--- src/rtl/minimig_sram_responder.sv ---
// minimig_sram_responder: turns sampled async-SRAM strobes into req/ack
// memory requests (one or two per access) and returns read data.
// Ports: clk, reset (sync, active high); SRAM side _we/_oe/_bhe/_ble/
//   _bhe2/_ble2, address, data, data2 -> ramdata_out; status busy,
//   timeout_err; memory side mem_req/mem_we/mem_addr/mem_ben/mem_wdata
//   out, mem_ack/mem_rdata in.
// Option: define SRAM_RESP_RDCACHE_EN for a one-entry read cache.
module minimig_sram_responder #(
  parameter int ADDR_W  = 22,
  parameter int TIMEOUT = 255
) (
  input  logic            clk,
  input  logic            reset,
  input  logic            _we,
  input  logic            _oe,
  input  logic            _bhe,
  input  logic            _ble,
  input  logic            _bhe2,
  input  logic            _ble2,
  input  logic [ADDR_W:1] address,
  input  logic [15:0]     data,
  input  logic [15:0]     data2,
  output logic [15:0]     ramdata_out,
  output logic            busy,
  output logic            timeout_err,
  output logic            mem_req,
  output logic            mem_we,
  output logic [ADDR_W:1] mem_addr,
  output logic [1:0]      mem_ben,
  output logic [15:0]     mem_wdata,
  input  logic            mem_ack,
  input  logic [15:0]     mem_rdata
);

  localparam int SIG_W = ADDR_W + 6;
  localparam logic [7:0] TMO_LAST = 8'(TIMEOUT - 1);
  localparam logic [ADDR_W:1] ONE = {{(ADDR_W-1){1'b0}}, 1'b1};

  typedef enum logic [2:0] {
    S_IDLE,
    S_RD,
    S_W0,
    S_W1,
    S_DONE
  } state_t;

  logic            r_we;
  logic            r_oe;
  logic            r_bhe;
  logic            r_ble;
  logic            r_bhe2;
  logic            r_ble2;
  logic [ADDR_W:1] r_addr;
  logic [15:0]     r_data;
  logic [15:0]     r_data2;

  always_ff @(posedge clk) begin
    if (reset) begin
      r_we    <= 1'b1;
      r_oe    <= 1'b1;
      r_bhe   <= 1'b1;
      r_ble   <= 1'b1;
      r_bhe2  <= 1'b1;
      r_ble2  <= 1'b1;
      r_addr  <= '0;
      r_data  <= '0;
      r_data2 <= '0;
    end else begin
      r_we    <= _we;
      r_oe    <= _oe;
      r_bhe   <= _bhe;
      r_ble   <= _ble;
      r_bhe2  <= _bhe2;
      r_ble2  <= _ble2;
      r_addr  <= address;
      r_data  <= data;
      r_data2 <= data2;
    end
  end

  state_t          r_state;
  logic            r_mem_req;
  logic            r_mem_we;
  logic [ADDR_W:1] r_mem_addr;
  logic [1:0]      r_mem_ben;
  logic [15:0]     r_mem_wdata;
  logic [15:0]     r_rdata;
  logic            r_err;
  logic [7:0]      r_tcnt;
  logic [SIG_W-1:0] r_l_sig;
  logic [ADDR_W:1] r_l_addr;
  logic [1:0]      r_l_ben0;
  logic [1:0]      r_l_ben1;
  logic [15:0]     r_l_d0;
  logic [15:0]     r_l_d1;

  state_t          w_state_n;
  logic            w_req_n;
  logic            w_we_n;
  logic [ADDR_W:1] w_addr_n;
  logic [1:0]      w_ben_n;
  logic [15:0]     w_wdata_n;
  logic [15:0]     w_rdata_n;
  logic            w_err_n;
  logic [7:0]      w_tcnt_n;
  logic [SIG_W-1:0] w_l_sig_n;
  logic [ADDR_W:1] w_l_addr_n;
  logic [1:0]      w_l_ben0_n;
  logic [1:0]      w_l_ben1_n;
  logic [15:0]     w_l_d0_n;
  logic [15:0]     w_l_d1_n;

`ifdef SRAM_RESP_RDCACHE_EN
  logic            r_c_valid;
  logic [ADDR_W:1] r_c_addr;
  logic [15:0]     r_c_data;
  logic            w_c_valid_n;
  logic [ADDR_W:1] w_c_addr_n;
  logic [15:0]     w_c_data_n;
`endif

  logic [SIG_W-1:0] w_sig;
  logic            w_active;
  logic            w_tmo;
  logic [ADDR_W:1] w_in_addr1;
  logic [ADDR_W:1] w_l_addr1;

  assign w_sig = {r_addr, r_we, r_oe, r_bhe, r_ble, r_bhe2, r_ble2};
  assign w_active = ~r_we | ~r_oe;
  assign w_tmo = (r_tcnt == TMO_LAST);
  assign w_in_addr1 = r_addr + ONE;
  assign w_l_addr1 = r_l_addr + ONE;

  always_comb begin
    w_state_n  = r_state;
    w_req_n    = r_mem_req;
    w_we_n     = r_mem_we;
    w_addr_n   = r_mem_addr;
    w_ben_n    = r_mem_ben;
    w_wdata_n  = r_mem_wdata;
    w_rdata_n  = r_rdata;
    w_err_n    = r_err;
    w_tcnt_n   = r_mem_req ? r_tcnt + 8'd1 : 8'd0;
    w_l_sig_n  = r_l_sig;
    w_l_addr_n = r_l_addr;
    w_l_ben0_n = r_l_ben0;
    w_l_ben1_n = r_l_ben1;
    w_l_d0_n   = r_l_d0;
    w_l_d1_n   = r_l_d1;
`ifdef SRAM_RESP_RDCACHE_EN
    w_c_valid_n = r_c_valid;
    w_c_addr_n  = r_c_addr;
    w_c_data_n  = r_c_data;
`endif
    unique case (r_state)
      S_IDLE: begin
        if (w_active) begin
          w_l_sig_n  = w_sig;
          w_l_addr_n = r_addr;
          w_l_ben0_n = {~r_bhe, ~r_ble};
          w_l_ben1_n = {~r_bhe2, ~r_ble2};
          w_l_d0_n   = r_data;
          w_l_d1_n   = r_data2;
          if (!r_we) begin
            w_state_n = S_W0;
`ifdef SRAM_RESP_RDCACHE_EN
            if (r_c_addr == r_addr || r_c_addr == w_in_addr1)
              w_c_valid_n = 1'b0;
`endif
          end else begin
`ifdef SRAM_RESP_RDCACHE_EN
            if (r_c_valid && r_c_addr == r_addr) begin
              w_rdata_n = r_c_data;
              w_state_n = S_DONE;
            end else begin
              w_state_n = S_RD;
              w_req_n   = 1'b1;
              w_we_n    = 1'b0;
              w_addr_n  = r_addr;
              w_ben_n   = 2'b11;
            end
`else
            w_state_n = S_RD;
            w_req_n   = 1'b1;
            w_we_n    = 1'b0;
            w_addr_n  = r_addr;
            w_ben_n   = 2'b11;
`endif
          end
        end
      end
      S_RD: begin
        if (mem_ack) begin
          w_req_n   = 1'b0;
          w_rdata_n = mem_rdata;
          w_state_n = S_DONE;
`ifdef SRAM_RESP_RDCACHE_EN
          w_c_valid_n = 1'b1;
          w_c_addr_n  = r_mem_addr;
          w_c_data_n  = mem_rdata;
`endif
        end else if (w_tmo) begin
          w_req_n   = 1'b0;
          w_err_n   = 1'b1;
          w_state_n = S_DONE;
`ifdef SRAM_RESP_RDCACHE_EN
          w_c_valid_n = 1'b0;
`endif
        end
      end
      S_W0, S_W1: begin
        // W0/W1 enter with mem_req low; a request is only raised when
        // that word has at least one byte enabled.
        if (!r_mem_req) begin
          if ((r_state == S_W0 ? r_l_ben0 : r_l_ben1) == 2'b00) begin
            w_state_n = (r_state == S_W0) ? S_W1 : S_DONE;
          end else begin
            w_req_n   = 1'b1;
            w_we_n    = 1'b1;
            w_addr_n  = (r_state == S_W0) ? r_l_addr : w_l_addr1;
            w_ben_n   = (r_state == S_W0) ? r_l_ben0 : r_l_ben1;
            w_wdata_n = (r_state == S_W0) ? r_l_d0 : r_l_d1;
          end
        end else if (mem_ack) begin
          w_req_n   = 1'b0;
          w_state_n = (r_state == S_W0) ? S_W1 : S_DONE;
        end else if (w_tmo) begin
          w_req_n   = 1'b0;
          w_err_n   = 1'b1;
          w_state_n = S_DONE;
`ifdef SRAM_RESP_RDCACHE_EN
          w_c_valid_n = 1'b0;
`endif
        end
      end
      S_DONE: begin
        // One service per distinct access: wait for the bus to move on.
        if (!w_active || w_sig != r_l_sig)
          w_state_n = S_IDLE;
      end
      default: w_state_n = S_IDLE;
    endcase
  end

  always_ff @(posedge clk) begin
    if (reset) begin
      r_state     <= S_IDLE;
      r_mem_req   <= 1'b0;
      r_mem_we    <= 1'b0;
      r_mem_addr  <= '0;
      r_mem_ben   <= 2'b00;
      r_mem_wdata <= '0;
      r_rdata     <= '0;
      r_err       <= 1'b0;
      r_tcnt      <= '0;
      r_l_sig     <= '0;
      r_l_addr    <= '0;
      r_l_ben0    <= 2'b00;
      r_l_ben1    <= 2'b00;
      r_l_d0      <= '0;
      r_l_d1      <= '0;
`ifdef SRAM_RESP_RDCACHE_EN
      r_c_valid   <= 1'b0;
      r_c_addr    <= '0;
      r_c_data    <= '0;
`endif
    end else begin
      r_state     <= w_state_n;
      r_mem_req   <= w_req_n;
      r_mem_we    <= w_we_n;
      r_mem_addr  <= w_addr_n;
      r_mem_ben   <= w_ben_n;
      r_mem_wdata <= w_wdata_n;
      r_rdata     <= w_rdata_n;
      r_err       <= w_err_n;
      r_tcnt      <= w_tcnt_n;
      r_l_sig     <= w_l_sig_n;
      r_l_addr    <= w_l_addr_n;
      r_l_ben0    <= w_l_ben0_n;
      r_l_ben1    <= w_l_ben1_n;
      r_l_d0      <= w_l_d0_n;
      r_l_d1      <= w_l_d1_n;
`ifdef SRAM_RESP_RDCACHE_EN
      r_c_valid   <= w_c_valid_n;
      r_c_addr    <= w_c_addr_n;
      r_c_data    <= w_c_data_n;
`endif
    end
  end

  assign ramdata_out = r_rdata;
  assign busy        = r_mem_req;
  assign timeout_err = r_err;
  assign mem_req     = r_mem_req;
  assign mem_we      = r_mem_we;
  assign mem_addr    = r_mem_addr;
  assign mem_ben     = r_mem_ben;
  assign mem_wdata   = r_mem_wdata;

endmodule

--- config.mk ---
export PLATFORM = sky130hd
export DESIGN_NAME = minimig_sram_responder
export DESIGN_NICKNAME = d
export VERILOG_FILES = /design/src/rtl/minimig_sram_responder.sv
export SDC_FILE = /design/constraint.sdc
export NUM_CORES = 1
export LEC_CHECK = 0
export CORE_MARGIN = 5
export CORE_UTILIZATION = 52
export CTS_CLUSTER_DIAMETER = 40
export DETAILED_ROUTE_END_ITERATION = 10
export PLACE_DENSITY = 0.79
export SETUP_SLACK_MARGIN = 0.05
export SLEW_MARGIN = 20
export SYNTH_ARGS = -nofsm -noshare
export SYNTH_HDL_FRONTEND = slang
export SYNTH_SLANG_ARGS = --single-unit
--- constraint.sdc ---
create_clock -name clk -period 2.6 [get_ports clk]
set_input_delay 0.52 -clock clk [delete_from_list [all_inputs] [get_ports clk]]
set_output_delay 0.52 -clock clk [all_outputs]
set_load 0.05 [all_outputs]
* Yosys cells after proc, flatten, opt, wreduce, memory -nomap -nowiden
Index checks and enable logic that the tools add are counted.
Operators by class: $add $sub $neg 2, equality and inequality tests 14, multiplexer cells 41, bitwise operators 9, reductions and logical operators 16
Operator list (number):
- 22-bit 2-to-1 mux | 5
- 22-bit one-hot mux with 2 select lines | 1
- 28-bit != test | 1
- 3-bit 2-to-1 mux | 8
- 22-bit by 1-bit adder with 22-bit output, second input constant | 1
- 16-bit 2-to-1 mux | 1
- 1-bit 2-to-1 mux | 15
- 2-bit 2-to-1 mux | 6
- 2-bit != test, second input constant | 6
- 3-bit one-hot mux with 4 select lines | 1
- 8-bit by 1-bit adder with 8-bit output, second input constant | 1
- 8-bit equality test, second input constant | 1
- 1-bit inverter | 8
- 3-bit by 2-bit equality test with 1-bit output, second input constant | 2
- 3-bit != test, second input constant | 2
- 2-bit AND reduction | 3
- 3-bit AND reduction | 2
- 5-bit AND reduction | 1
- 1-bit one-hot mux with 2 select lines | 2
- 2-bit one-hot mux with 2 select lines | 1
- 4-bit AND reduction | 1
- 2-bit nonzero test | 2
- 2-bit OR reduction | 2
- 3-bit by 1-bit equality test with 1-bit output, second input constant | 1
- other kinds (8) | 8
Word-level totals: register bits after elaboration 216, bits of input ports 79, output and inout bits 60, word-level logic and storage cells 106

* Logic depth before layout (Yosys ltp)
depth in word-level cells 6, mapped depth 8, depth with buffers taken out 7

* Worst setup path before layout
OpenSTA, ideal clock, no wires.
kind register to register, start register r_l_sig[6] (netlist name), end register r_mem_addr, in the netlist mem_addr[19], setup time 70 ps, arrival 1824 ps, required time 2530 ps, slack 706 ps, cell stages (with the launch flop) 7, path buffers 0, cells stage by stage dfxtp_1 > ha_1 > nand2_1 > or3_4 > or4_1 > a311o_1 > a21oi_1
RTL lines:
- to (signal assigned) | line 271 | r_mem_addr <= w_addr_n;
- to (decl) | line 84 | logic [ADDR_W:1] r_mem_addr;

* Worst setup path after layout
start register r_mem_req (netlist: busy), end output port mem_req
RTL lines:
- from (decl) | line 82 | logic r_mem_req;
- from (signal assigned) | line 269 | r_mem_req <= w_req_n;
- to (decl) | line 26 | output logic mem_req,
No word-level cell between the ends.

==> key figures <==
Timing
  – Total negative slack: 0 ps
  – Worst-margin pin slew: 1110 ps
  – Fmax achieved: 0.422 GHz
  – Tcrit/Tclk final: 0.911
  – Worst hold slack: 434 ps
  – Fin. max-slew vios: 0
  – Slew HR: 0.258
  – Final Skew: 10.9 ps
  – RSZ-0062 raised after global routing: no
  – Final setup violation count: 0
  – Fin crit period: 2370 ps
  – Final Hold Vio Count: 0

Clocking
  – CTS root buffer: clkbuf_16
  – Cts bufs inserted: 17
  – Max Buffers Root-to-Sink: 2
  – # H-tree levels: 4
  – Cts hold-fix bufs: 0
  – Sink Count: 194
  – Post-CTS setup buffers: 0
  – Clock slew at reported path FFs: 70 ps
  – TritonCTS clock tree: built
  – PostCTS Resize Cnt: 0
  – Clk_lat worst skew: 440 ps

Synthesis
  – Post-synth top area cell: dfxtp_1
  – Post-Syn Nets: 974
  – Yosys warns: 0
  – Post-synth EDFFs: 0
  – Prevailing post-synth register cell: dfxtp_1
  – Netlist cell types: 53
  – Synthesized cell area: 0.00770 mm2
  – Top-area cell type share of the netlist area: 0.505
  – Ys async rst share: 0
  – FF+latch count, synth: 194
  – Syn Inst Count: 892
  – Syn Area/Cell: 8.63 um2
  – Seq/Total Area, Yosys: 0.505
  – Top cells by area, synth: dfxtp_1, nand2_1, a21oi_1, nor2b_1, xnor2_1

Status
  – Status: finished clean

Power and ir drop
  – Net Sw Frac: 0.320
  – Int Pwr: 0.00530 W
  – Sequential Power Share: 0.438
  – Pwr dens: 798 mW/mm2
  – LEAKAGE: 3.30 nW
  – Clk pwr share: 0.347
  – P_sw: 0.00249 W
  – VDD IR max: 0.000513 V
  – Comb power frac: 0.215

Floorplan
  – Die Y: 132 um
  – Initial core utilization: 0.530
  – IO Pins: 139
  – Die width: 132 um
  – Die area: 0.0173 mm2
  – FP Rows: 44
  – Floorplan core area: 0.0145 mm2

GRT
  – Number of global-route vias before repair: 6,190
  – Overall Global Routing Usage: 0.212
  – Gr ovfl total: 0
  – Initial antenna violation count: 0
  – Largest net degree at the start of global routing: 78
  – First-pass GRT wire length: 30,700 um

Layout
  – # diodes: 0
  – NumNets Final: 1,083
  – Fraction of layout cells with a size suffix above 1: 0.0691
  – Layout area overhead: 26.9%
  – Fillers: 1,205

Drt
  – DR vias/cell: 5.37
  – 1st-iter DRT viols: 444
  – Initial DRT Pass Iterations: 5
  – Remaining antenna violation count: 0
  – Wire length per cell: 15.3 um
  – Routed WL: 18,300 um
  – DRC: 0
  – Vias: 6,427

Place
  – Port bufs: 138
  – Routability cong.: 0.815
  – Detail Placement HPWL: 12,500 um

Setup path
  – Critical path class: flop to primary output
  – Buf+Inv Stages, Crit Path: 1
  – CP startpoint kind: flop
  – CP top delay family: buffers and inverters
  – Worst Setup End Kind: primary output
  – Crit path arrival time: 1850 ps
  – Worst Path Max Fanout: 9
  – CP Cell Sequence: clkdlybuf4s50_1
  – CP required: 2080 ps
  – Crit-path slowest cell: clkdlybuf4s50_1
  – CP peak stage delay: 880 ps

Hold path
  – Tightest Hold Check Type: flop to flop

Run
  – Max Cap Viol: 0
-- power by group through the flow --
stage               clock [W]  sequential [W]  combinational (W)
floorplan                   0         0.00373           0.000845
global placement            0         0.00348            0.00164
detailed placement          0         0.00348            0.00167
CTS                   0.00274         0.00342            0.00168
global route          0.00288         0.00345            0.00182
finish                0.00271         0.00342            0.00167
-- state kept, by name (all words and copies together), names as in the netlist, 2 cells and up --
| register | cells |
|---|---|
| mem_addr | 22 |
| mem_ben | 2 |
| mem_wdata | 16 |
| r_addr | 22 |
| r_data | 16 |
| r_data2 | 16 |
| r_l_ben0 | 2 |
| r_l_ben1 | 2 |
| r_l_d0 | 16 |
| r_l_d1 | 16 |
| r_l_sig | 28 |
| r_state | 3 |
| r_tcnt | 8 |
| ramdata_out | 16 |
-- cells in the mapped netlist (4+ instances only) --
library cell and number:
o211ai_1 4, xor2_1 9, a311oi_1 18, o221ai_1 5
or2_2 6, or4_1 5, a21oi_1 97, xnor2_1 37
o31ai_1 4, nor2_1 54, nor4_1 6, buf_2 7
clkbuf_1 49, a211o_1 9, nand4_1 14, nand2_1 194
dfxtp_1 194, a211oi_1 4, o21ai_0 25, clkbuf_8 6
nor2b_1 55, or3_1 4, nor3_1 8, nand2b_1 5
nand3_1 12, nand3b_1 13, inv_1 6
-- cell type report --
class | instances | area, um2 | area share
Sequential cell | 194 | 3880 | 0.398
Timing Repair Buffer | 158 | 1530 | 0.157
Tap cell | 184 | 230 | 0.0236
Multi-Input combinational cell | 624 | 3480 | 0.357
Clock buffer | 17 | 425 | 0.0436
Inverter | 6 | 22.5 | 0.00231
Clock inverter | 14 | 189 | 0.0193
-- placed cells by master, fill, tap and decap left out, drive strengths merged, types with 3 or more instances in the layout --
| master | instances |
|---|---|
| ha | 3 |
| or3 | 5 |
| xnor2 | 37 |
| clkbuf | 17 |
| and4 | 5 |
| nand2b | 5 |
| nor3 | 9 |
| or2 | 6 |
| or4 | 5 |
| nor2 | 54 |
| o21ai | 25 |
| a21oi | 97 |
| o31ai | 4 |
| o221ai | 5 |
| a311oi | 18 |
| a211oi | 4 |
| o211ai | 4 |
| nand4 | 15 |
| a311o | 3 |
| nand3 | 12 |
| nor4 | 6 |
| clkdlybuf4s50 | 137 |
| a211o | 9 |
| nor3b | 3 |
| buf | 21 |
| nand2 | 194 |
| xor2 | 9 |
| and3 | 3 |
| dfxtp | 194 |
| nor2b | 55 |
| inv | 14 |
| clkinv | 3 |
| nand3b | 13 |
-- stage by stage --
step | instances | worst slack, ps | util | total power, W | instance area, um2
4_1_cts | 1197 | 216 | 0.672 | 0.00784 | 9770
6_report | 1197 | 232 | 0.672 | 0.00780 | 9770
3_5_place_dp | 1166 | 480 | 0.630 | 0.00515 | 9150
5_1_grt | 1197 | 149 | 0.672 | 0.00815 | 9770
2_1_floorplan | 892 | 706 | - | 0.00458 | 7700
3_3_place_gp | 1166 | 516 | 0.630 | 0.00512 | 9150
-- final timing paths --
check,start,to,slack [ps],cells after the start
min,r_data[13],r_l_d0[13],430,2
min reg2reg,r_data[13],r_l_d0[13],430,2
max,busy,mem_req,230,1
max reg2reg,r_l_sig[6],mem_addr[17],430,6
-- cells by family after synthesis --
logic type / synth area share
multiplexers: 0.00260
XOR/XNOR: 0.0523
adder cells (fa/ha/maj): 0.00488
AND/OR/NAND/NOR: 0.243
AO/OA/AOI/OAI: 0.146
flip-flops: 0.505
buffers and inverters: 0.0467
-- routing by layer --
layer  part of all wire  global-route usage
met5                  0                   0
met4              0.019              0.0811
met3              0.064              0.0497
met2               0.47               0.339
met1               0.45               0.280
Power figures use the tool's default switching activity.
